==> config.mk <==
export PLATFORM = sky130hd
export DESIGN_NAME = snn_timestep_scheduler
export DESIGN_NICKNAME = d
export VERILOG_FILES = /design/src/rtl/snn_timestep_scheduler.sv
export SDC_FILE = /design/constraint.sdc
export NUM_CORES = 1
export LEC_CHECK = 0
export BUFFER_PORTS_ARGS = -buffer_cell sky130_fd_sc_hd__clkbuf_2
export CORE_MARGIN = 2
export CORE_UTILIZATION = 52
export CTS_CLUSTER_DIAMETER = 80
export DETAILED_ROUTE_END_ITERATION = 8
export GPL_ROUTABILITY_DRIVEN = 1
export PLACE_DENSITY = 0.79
export SYNTH_ARGS = -nofsm -noshare
export SYNTH_HDL_FRONTEND = slang
export SYNTH_SLANG_ARGS = --single-unit
==> constraint.sdc <==
create_clock -name clk -period 1.9 [get_ports clk]
set_input_delay 0.095 -clock clk [delete_from_list [all_inputs] [get_ports clk]]
set_output_delay 0.095 -clock clk [all_outputs]
set_load 0.05 [all_outputs]
==> src/rtl/snn_timestep_scheduler.sv <==
// Timestep scheduler for the 2-output SNN core: accept a sample, clear the core, step it N times,
// count output spikes and report the winner. Optional early exit under SNN_EARLY_EXIT_EN.
module snn_timestep_scheduler #(
    parameter int unsigned STEP_W  = 5,
    parameter int unsigned CNT_W   = 6,
    parameter int unsigned SNN_LAT = 1,
    parameter int unsigned MARGIN  = 4
) (
    input  logic              clk,
    input  logic              rst_n,
    input  logic              in_valid,
    output logic              in_ready,
    input  logic [7:0]        in_data,
    input  logic [STEP_W-1:0] cfg_steps,
    output logic [7:0]        snn_in,
    output logic              snn_clear,
    output logic              snn_step,
    input  logic [1:0]        snn_spikes,
    output logic              res_valid,
    input  logic              res_ready,
    output logic              res_class,
    output logic              res_tie,
    output logic [CNT_W-1:0]  res_cnt0,
    output logic [CNT_W-1:0]  res_cnt1,
    output logic              res_early,
    output logic              busy
);

    localparam int unsigned LAT_W = (SNN_LAT > 1) ? $clog2(SNN_LAT) : 1;
    localparam logic [CNT_W-1:0] CNT_MAX = '1;

    typedef enum logic [2:0] {StIdle, StClear, StRun, StDrain, StDone} state_e;

    state_e             state_q, state_d;
    logic [STEP_W-1:0]  steps_q, steps_d;
    logic [LAT_W-1:0]   drain_q, drain_d;
    logic [CNT_W-1:0]   cnt0_q, cnt0_d, cnt1_q, cnt1_d;
    logic [7:0]         sample_q, sample_d;
    logic [SNN_LAT-1:0] step_dly_q, step_dly_d;
    logic               accept, samp_en, early_hit, step;

    assign accept  = in_valid && in_ready;
    assign samp_en = step_dly_q[SNN_LAT-1];
    assign step    = (state_q == StRun) && !early_hit;

    // snn_step delayed by the core latency marks the cycles whose spikes belong to us
    always_comb begin
        step_dly_d    = step_dly_q << 1;
        step_dly_d[0] = step;
    end

    always_comb begin
        cnt0_d = cnt0_q;
        cnt1_d = cnt1_q;
        if (accept) begin
            cnt0_d = '0;
            cnt1_d = '0;
        end else if (samp_en) begin
            if (snn_spikes[0] && (cnt0_q != CNT_MAX)) cnt0_d = cnt0_q + CNT_W'(1);
            if (snn_spikes[1] && (cnt1_q != CNT_MAX)) cnt1_d = cnt1_q + CNT_W'(1);
        end
    end

`ifdef SNN_EARLY_EXIT_EN
    logic [CNT_W-1:0] diff;
    logic             early_q;

    // Decided on the freshly updated counts so the step in this same cycle is withheld
    assign diff      = (cnt0_d >= cnt1_d) ? (cnt0_d - cnt1_d) : (cnt1_d - cnt0_d);
    assign early_hit = (state_q == StRun) && (32'(diff) >= MARGIN);

    always_ff @(posedge clk or negedge rst_n) begin
        if (!rst_n) begin
            early_q <= 1'b0;
        end else if (accept) begin
            early_q <= 1'b0;
        end else if (early_hit) begin
            early_q <= 1'b1;
        end
    end

    assign res_early = (state_q == StDone) && early_q;
`else
    assign early_hit = 1'b0;
    assign res_early = 1'b0;
`endif

    always_comb begin
        state_d  = state_q;
        steps_d  = steps_q;
        drain_d  = drain_q;
        sample_d = sample_q;
        unique case (state_q)
            StIdle: begin
                if (accept) begin
                    sample_d = in_data;
                    steps_d  = (cfg_steps == '0) ? STEP_W'(1) : cfg_steps;
                    state_d  = StClear;
                end
            end
            StClear: state_d = StRun;
            StRun: begin
                steps_d = steps_q - STEP_W'(1);
                drain_d = LAT_W'(SNN_LAT - 1);
                if (early_hit || (steps_q == STEP_W'(1))) state_d = StDrain;
            end
            StDrain: begin
                if (drain_q == '0) begin
                    state_d = StDone;
                end else begin
                    drain_d = drain_q - LAT_W'(1);
                end
            end
            StDone: begin
                if (res_ready) state_d = StIdle;
            end
            default: state_d = StIdle;
        endcase
    end

    always_ff @(posedge clk or negedge rst_n) begin
        if (!rst_n) begin
            state_q    <= StIdle;
            steps_q    <= '0;
            drain_q    <= '0;
            cnt0_q     <= '0;
            cnt1_q     <= '0;
            sample_q   <= '0;
            step_dly_q <= '0;
        end else begin
            state_q    <= state_d;
            steps_q    <= steps_d;
            drain_q    <= drain_d;
            cnt0_q     <= cnt0_d;
            cnt1_q     <= cnt1_d;
            sample_q   <= sample_d;
            step_dly_q <= step_dly_d;
        end
    end

    // in_ready is held low while reset is asserted
    assign in_ready  = (state_q == StIdle) && rst_n;
    assign busy      = (state_q != StIdle);
    assign snn_in    = sample_q;
    assign snn_clear = (state_q == StClear);
    assign snn_step  = step;
    assign res_valid = (state_q == StDone);
    assign res_class = (state_q == StDone) && (cnt1_q > cnt0_q);
    assign res_tie   = (state_q == StDone) && (cnt0_q == cnt1_q);
    assign res_cnt0  = cnt0_q;
    assign res_cnt1  = cnt1_q;

endmodule

# --- Word-level counts from Yosys, hierarchy flattened ---
# Cells that the tools add are included.
totals:
  latch_bits: 0
  reg_bits: 30
  n_memories: 0
  mem_bits_rw: 0
  input_bits: 19
  word_cells: 59
  romBits: 0
op_classes:
  n_reduce_logical: 19
  multipliers: 0
  shift: 0
  bitwise_logic: 0
  div: 0
  n_eq_ne: 12
  mux: 16
  n_lt_le_gt_ge: 1
  addsub: 4
op_table:
  columns: ["cell", "count"]
  rows:
  - ["2-to-1 mux 6 bit", 6]
  - ["one-hot mux 3 bit (5 select lines)", 1]
  - ["adder 6 x 1 -> 6 bit (second input constant)", 2]
  - ["2-to-1 mux 3 bit", 4]
  - ["!= test 6 bit (second input constant)", 2]
  - ["2-to-1 mux 5 bit", 2]
  - ["one-hot mux 5 bit (2 select lines)", 1]
  - ["nonzero test 2 bit", 5]
  - ["AND reduction 2 bit", 4]
  - ["equality test 3 x 2 -> 1 bit (second input constant)", 2]
  - ["equality test 6 bit", 1]
  - ["greater-than comparator 6 bit", 1]
  - ["logical AND 1 bit", 6]
  - ["equality test 5 x 1 -> 1 bit (second input constant)", 1]
  - ["zero test 5 bit", 1]
  - ["subtractor 5 x 1 -> 5 bit (second input constant)", 1]
  - ["!= test 2 x 1 -> 1 bit (second input constant)", 2]
  - ["!= test 2 bit (second input constant)", 2]
  - ["AND reduction 4 bit", 1]
  - ["equality test 3 x 1 -> 1 bit (second input constant)", 1]
  - ["equality test 3 bit (second input constant)", 1]
  - ["zero test 3 bit", 1]
  - ["nonzero test 3 bit", 1]
  - ["one-hot mux 1 bit (2 select lines)", 1]
  - ["other kinds (2)", 2]

# --- Logic depth before layout (Yosys ltp) ---
depth:
  word_depth: 5
  ltp_mapped: 6
  mapped_depth_nobuf: 5

# --- Least setup slack after synthesis ---
# Ideal clock, no wire load.
synth_timing:
  path_type: "reg-to-output"
  startpoint: "register cnt0_q[4] (netlist: res_cnt0[4])"
  endpoint: "output res_tie"
  arrival_time_ns: 2.307
  path_slack_ns: -0.502
  t_required_ns: 1.805
  stages_incl_launch_ff: 5
  path_cell_list: "dfrtp_1 -> inv_1 -> ha_1 -> nand4_1 -> nor3_1"
synth_via:
  elab_chain_len: 2
synth_lines:
  columns: ["item", "line_no", "rtl"]
  rows:
  - ["start: declaration", "37", "logic [CNT_W-1:0] cnt0_q, cnt0_d, cnt1_q, cnt1_d;"]
  - ["start signal: assignment", "134", "cnt0_q <= cnt0_d;"]
  - ["equality test 6 bit", "149", "assign res_tie = (state_q == StDone) && (cnt0_q == cnt1_q);"]
  - ["logical AND 1 bit", "149", null]
  - ["end: declaration", "22", "output logic res_tie,"]
# Every way passes these cells.

# --- Final worst setup path ---
layout_timing:
  startpoint: "register cnt1_q[4] (netlist: res_cnt1[4])"
  endpoint: "output res_tie"
layout_via:
  elab_chain_len: 2
layout_lines:
  columns: ["item", "line_no", "rtl"]
  rows:
  - ["start: declaration", "37", null]
  - ["start signal: assignment", "135", "cnt1_q <= cnt1_d;"]
  - ["equality test 6 bit", "149", null]
  - ["logical AND 1 bit", "149", null]
# Every way passes these cells.

==> flow_metrics.env <==
export IMPL_max_freq_mhz=537
export IMPL_cap_viol_max_count=0
export IMPL_yosys_area_top_type="dfrtp_1"
export IMPL_final_cell_area_um2=2250
export IMPL_status="complete, no violations"
export IMPL_wl_um=4320
export IMPL_hold_path_class="input pin to flop"
export IMPL_drv_slew=0
export IMPL_grt_max_degree=31
export IMPL_root_buffer="clkbuf_4"
export IMPL_rsz0062_at_grt="yes"
export IMPL_port_buffers=45
export IMPL_whs_ns=0.00489
export IMPL_synthDistinctLibCells=45
export IMPL_ys_dominant_reg_cell="dfrtp_1"
export IMPL_cpMaxStageDelayCell="dfrtp_1"
export IMPL_arrival_ns=1.77
export IMPL_synth_common_cells="dfrtp_1 (29), inv_1 (16), o21ai_0 (15)"
export IMPL_path_cells="ha_4 -> nand4_1 -> buf_4 -> nor3_2 -> buf_6"
export IMPL_hold_viol=0
export IMPL_dpl_instance_area_um2=2020
export IMPL_crit_type="flop to output pin"
export IMPL_ioPinCount=47
export IMPL_endpoint_kind="output pin"
export IMPL_cts_sinks=29
export IMPL_synth_nets=201
export IMPL_num_vias=1589
export IMPL_drt_iter0_drc=79
export IMPL_core_area_um2=3080
export IMPL_netlist_area_leader_share=0.428
export IMPL_worstHoldStart="in_data[7]"
export IMPL_avgViaCountPerCell=5.63
export IMPL_r2r_cells=3
export IMPL_finalClockSkew_ns=0.0114
export IMPL_synthCells=172
export IMPL_crit_fanout=3
export IMPL_start_util=0.551
export IMPL_reg2reg_from="state_q[1]"
export IMPL_num_antenna_cells=0
export IMPL_die_h_um=61.1
export IMPL_total_power_mw=3.40
export IMPL_worstSkewPairLatency_ns=0.33
export IMPL_grt_usage=0.247
export IMPL_place_hpwl_um=3060
export IMPL_grt_pass1_wl_um=6690
export IMPL_die_area_um2=3730
export IMPL_num_fill_cells=242
export IMPL_htreeDepth=2
export IMPL_critPathCapture="res_tie"
export IMPL_drc=0
export IMPL_syn2layout_area_growth_pct=32.8
export IMPL_postRouteAntennaNets=0
export IMPL_grt_overflow=0
export IMPL_synth_area_um2=1700
export IMPL_grt_pass1_vias=1507
export IMPL_cts_tree="built"
export IMPL_die_w_um=61.1
export IMPL_worst_path_buf_inv=2
export IMPL_r2r_end="snn_in[0]"
export IMPL_route_detailed_wl_per_inst_um=15.3
export IMPL_firstDrtPassIters=4
export IMPL_max_stage_delay_ns=0.43
export IMPL_ys_seq_elements=29
export IMPL_leakage_nw=1.08
export IMPL_place_congestion=0.859
export IMPL_syn_area_per_cell_um2=9.86
export IMPL_power_density_nw_per_um2=1510
export IMPL_synth_async_reset_ratio=1.00
export IMPL_startpoint_type="flop"
export IMPL_clockBufferDepth=2
export IMPL_critPathRequiredTime_ns=1.80
export IMPL_fin_crit_sh=0.980
export IMPL_synth_edff_count=0
export IMPL_startpoint="res_cnt1[4]"
export IMPL_final_nets=267
export IMPL_critPathTopFamily="flip-flops"
export IMPL_row_count=20
export IMPL_irDropWorstVdd_mv=0.929
export IMPL_synthTopCellsByArea="dfrtp_1 (43%), ha_1 (7.4%), o21ai_0 (4.4%), inv_1 (3.5%), mux2_4 (3.5%)"
export IMPL_setup_violations=0
export IMPL_min_period_ns=1.86
export IMPL_post_route_util=0.732
export IMPL_synth_seq_area_share=0.428
export IMPL_clk_pin_slew_ns=0.10
export IMPL_drive_gt1_frac=0.395
export IMPL_r2r_slack_ns=0.12
export IMPL_path_depth=5
export IMPL_antenna_found_initial=0
export IMPL_cts_buffers=5
export IMPL_yosysWarnings=0
export IMPL_yosysMostFrequentCell="dfrtp_1"
-- routing by layer --
layer,GRT usage,vias up,share of wire
li1,-,764,-
met1,0.301,755,0.42
met2,0.421,63,0.51
met3,0.0546,7,0.060
met4,0.109,0,0.014
met5,0,-,0
-- logic make-up (layout without fill, tap and decap cells) --
family                     Yosys count  in the layout  synth area share
AOI/OAI and AO/OA                   44             44             0.165
adders and majority gates           10             10            0.0738
buffers and inverters               23             89            0.0576
DFF                                 29             29             0.428
muxes                               13             13            0.0915
other                                1              1           0.00221
and+or+nand+nor                     52             52             0.182
-- metrics by stage --
stage          instances  TNS [ns]  worst slack [ns]
6_report             282         0            0.0383
5_1_grt              282   -0.0277           -0.0277
4_1_cts              280         0           0.00652
3_5_place_dp         262         0             0.123
3_3_place_gp         262         0             0.165
2_1_floorplan        172   -0.0493           -0.0493
-- worst min-delay path by stage --
stage | depth (start not counted) | slack (ns) | endpoint
3_5_place_dp | 2 | 0.17 | res_cnt1[4]
4_1_cts | 2 | 0.002 | snn_in[7]
3_3_place_gp | 2 | 0.17 | res_cnt0[5]
6_report | 2 | 0.005 | snn_in[7]
2_1_floorplan | 0 | -0.20 | res_cnt0[0]
5_1_grt | 2 | 0.002 | snn_in[2]
-- cell type report --
| class | count | area [um2] | share of cell area |
|---|---|---|---|
| multi-input cells | 120 | 936 | 0.416 |
| flip-flops and latches | 29 | 733 | 0.326 |
| repair buffers | 65 | 409 | 0.182 |
| inverters | 17 | 63.8 | 0.0283 |
| clock buffers | 7 | 55.1 | 0.0244 |
| well taps | 44 | 55.1 | 0.0244 |
-- repair_timing --
| action | in CTS | in global routing |
|---|---|---|
| pin swaps | 1 | 2 |
| gates resized for setup | 11 | 9 |
| hold buffers | 4 | 2 |
| hold endpoints to repair | 32 | 2 |
| setup buffers | 7 | 0 |
| setup endpoints to repair | 1 | 3 |
-- sequential cells by signal (all words and copies together), names as in the netlist --
signal and count:
steps_q 5, state_q 3, res_cnt1 6, samp_en 1, res_cnt0 6, snn_in 8
-- cell usage in the layout, fill, tap and decap left out, types with 2 or more instances in the layout --
cell	n
mux2_2	4
nand3_1	6
nand2_1	9
dfrtp_2	6
inv_1	15
o21ai_0	13
mux2i_1	5
a21o_1	3
clkbuf_2	42
a21oi_1	7
dlygate4sd3_1	6
ha_1	8
ha_4	2
buf_4	14
dfrtp_1	23
clkbuf_4	6
inv_2	2
nor4bb_1	2
o21ai_1	2
a211oi_1	6
a31oi_1	3
and3_1	4
nor2_1	4
mux2_4	4
or3_1	2
nor3_1	6
nand4_1	3
or2_2	2
-- where the power goes --
part | internal (mW) | switching [mW] | total [mW]
logic | 0.666 | 1.29 | 1.96
clock network | 0.175 | 0.212 | 0.387
registers | 0.842 | 0.219 | 1.06
-- worst register-to-register path, cell delays in order, from the launching register on --
cell	delay, ns
dfrtp_1	0.39
or4b_4	0.62
nor2_4	0.28
mux2_2	0.38
No activity file was read; power rests on OpenSTA's default activity.
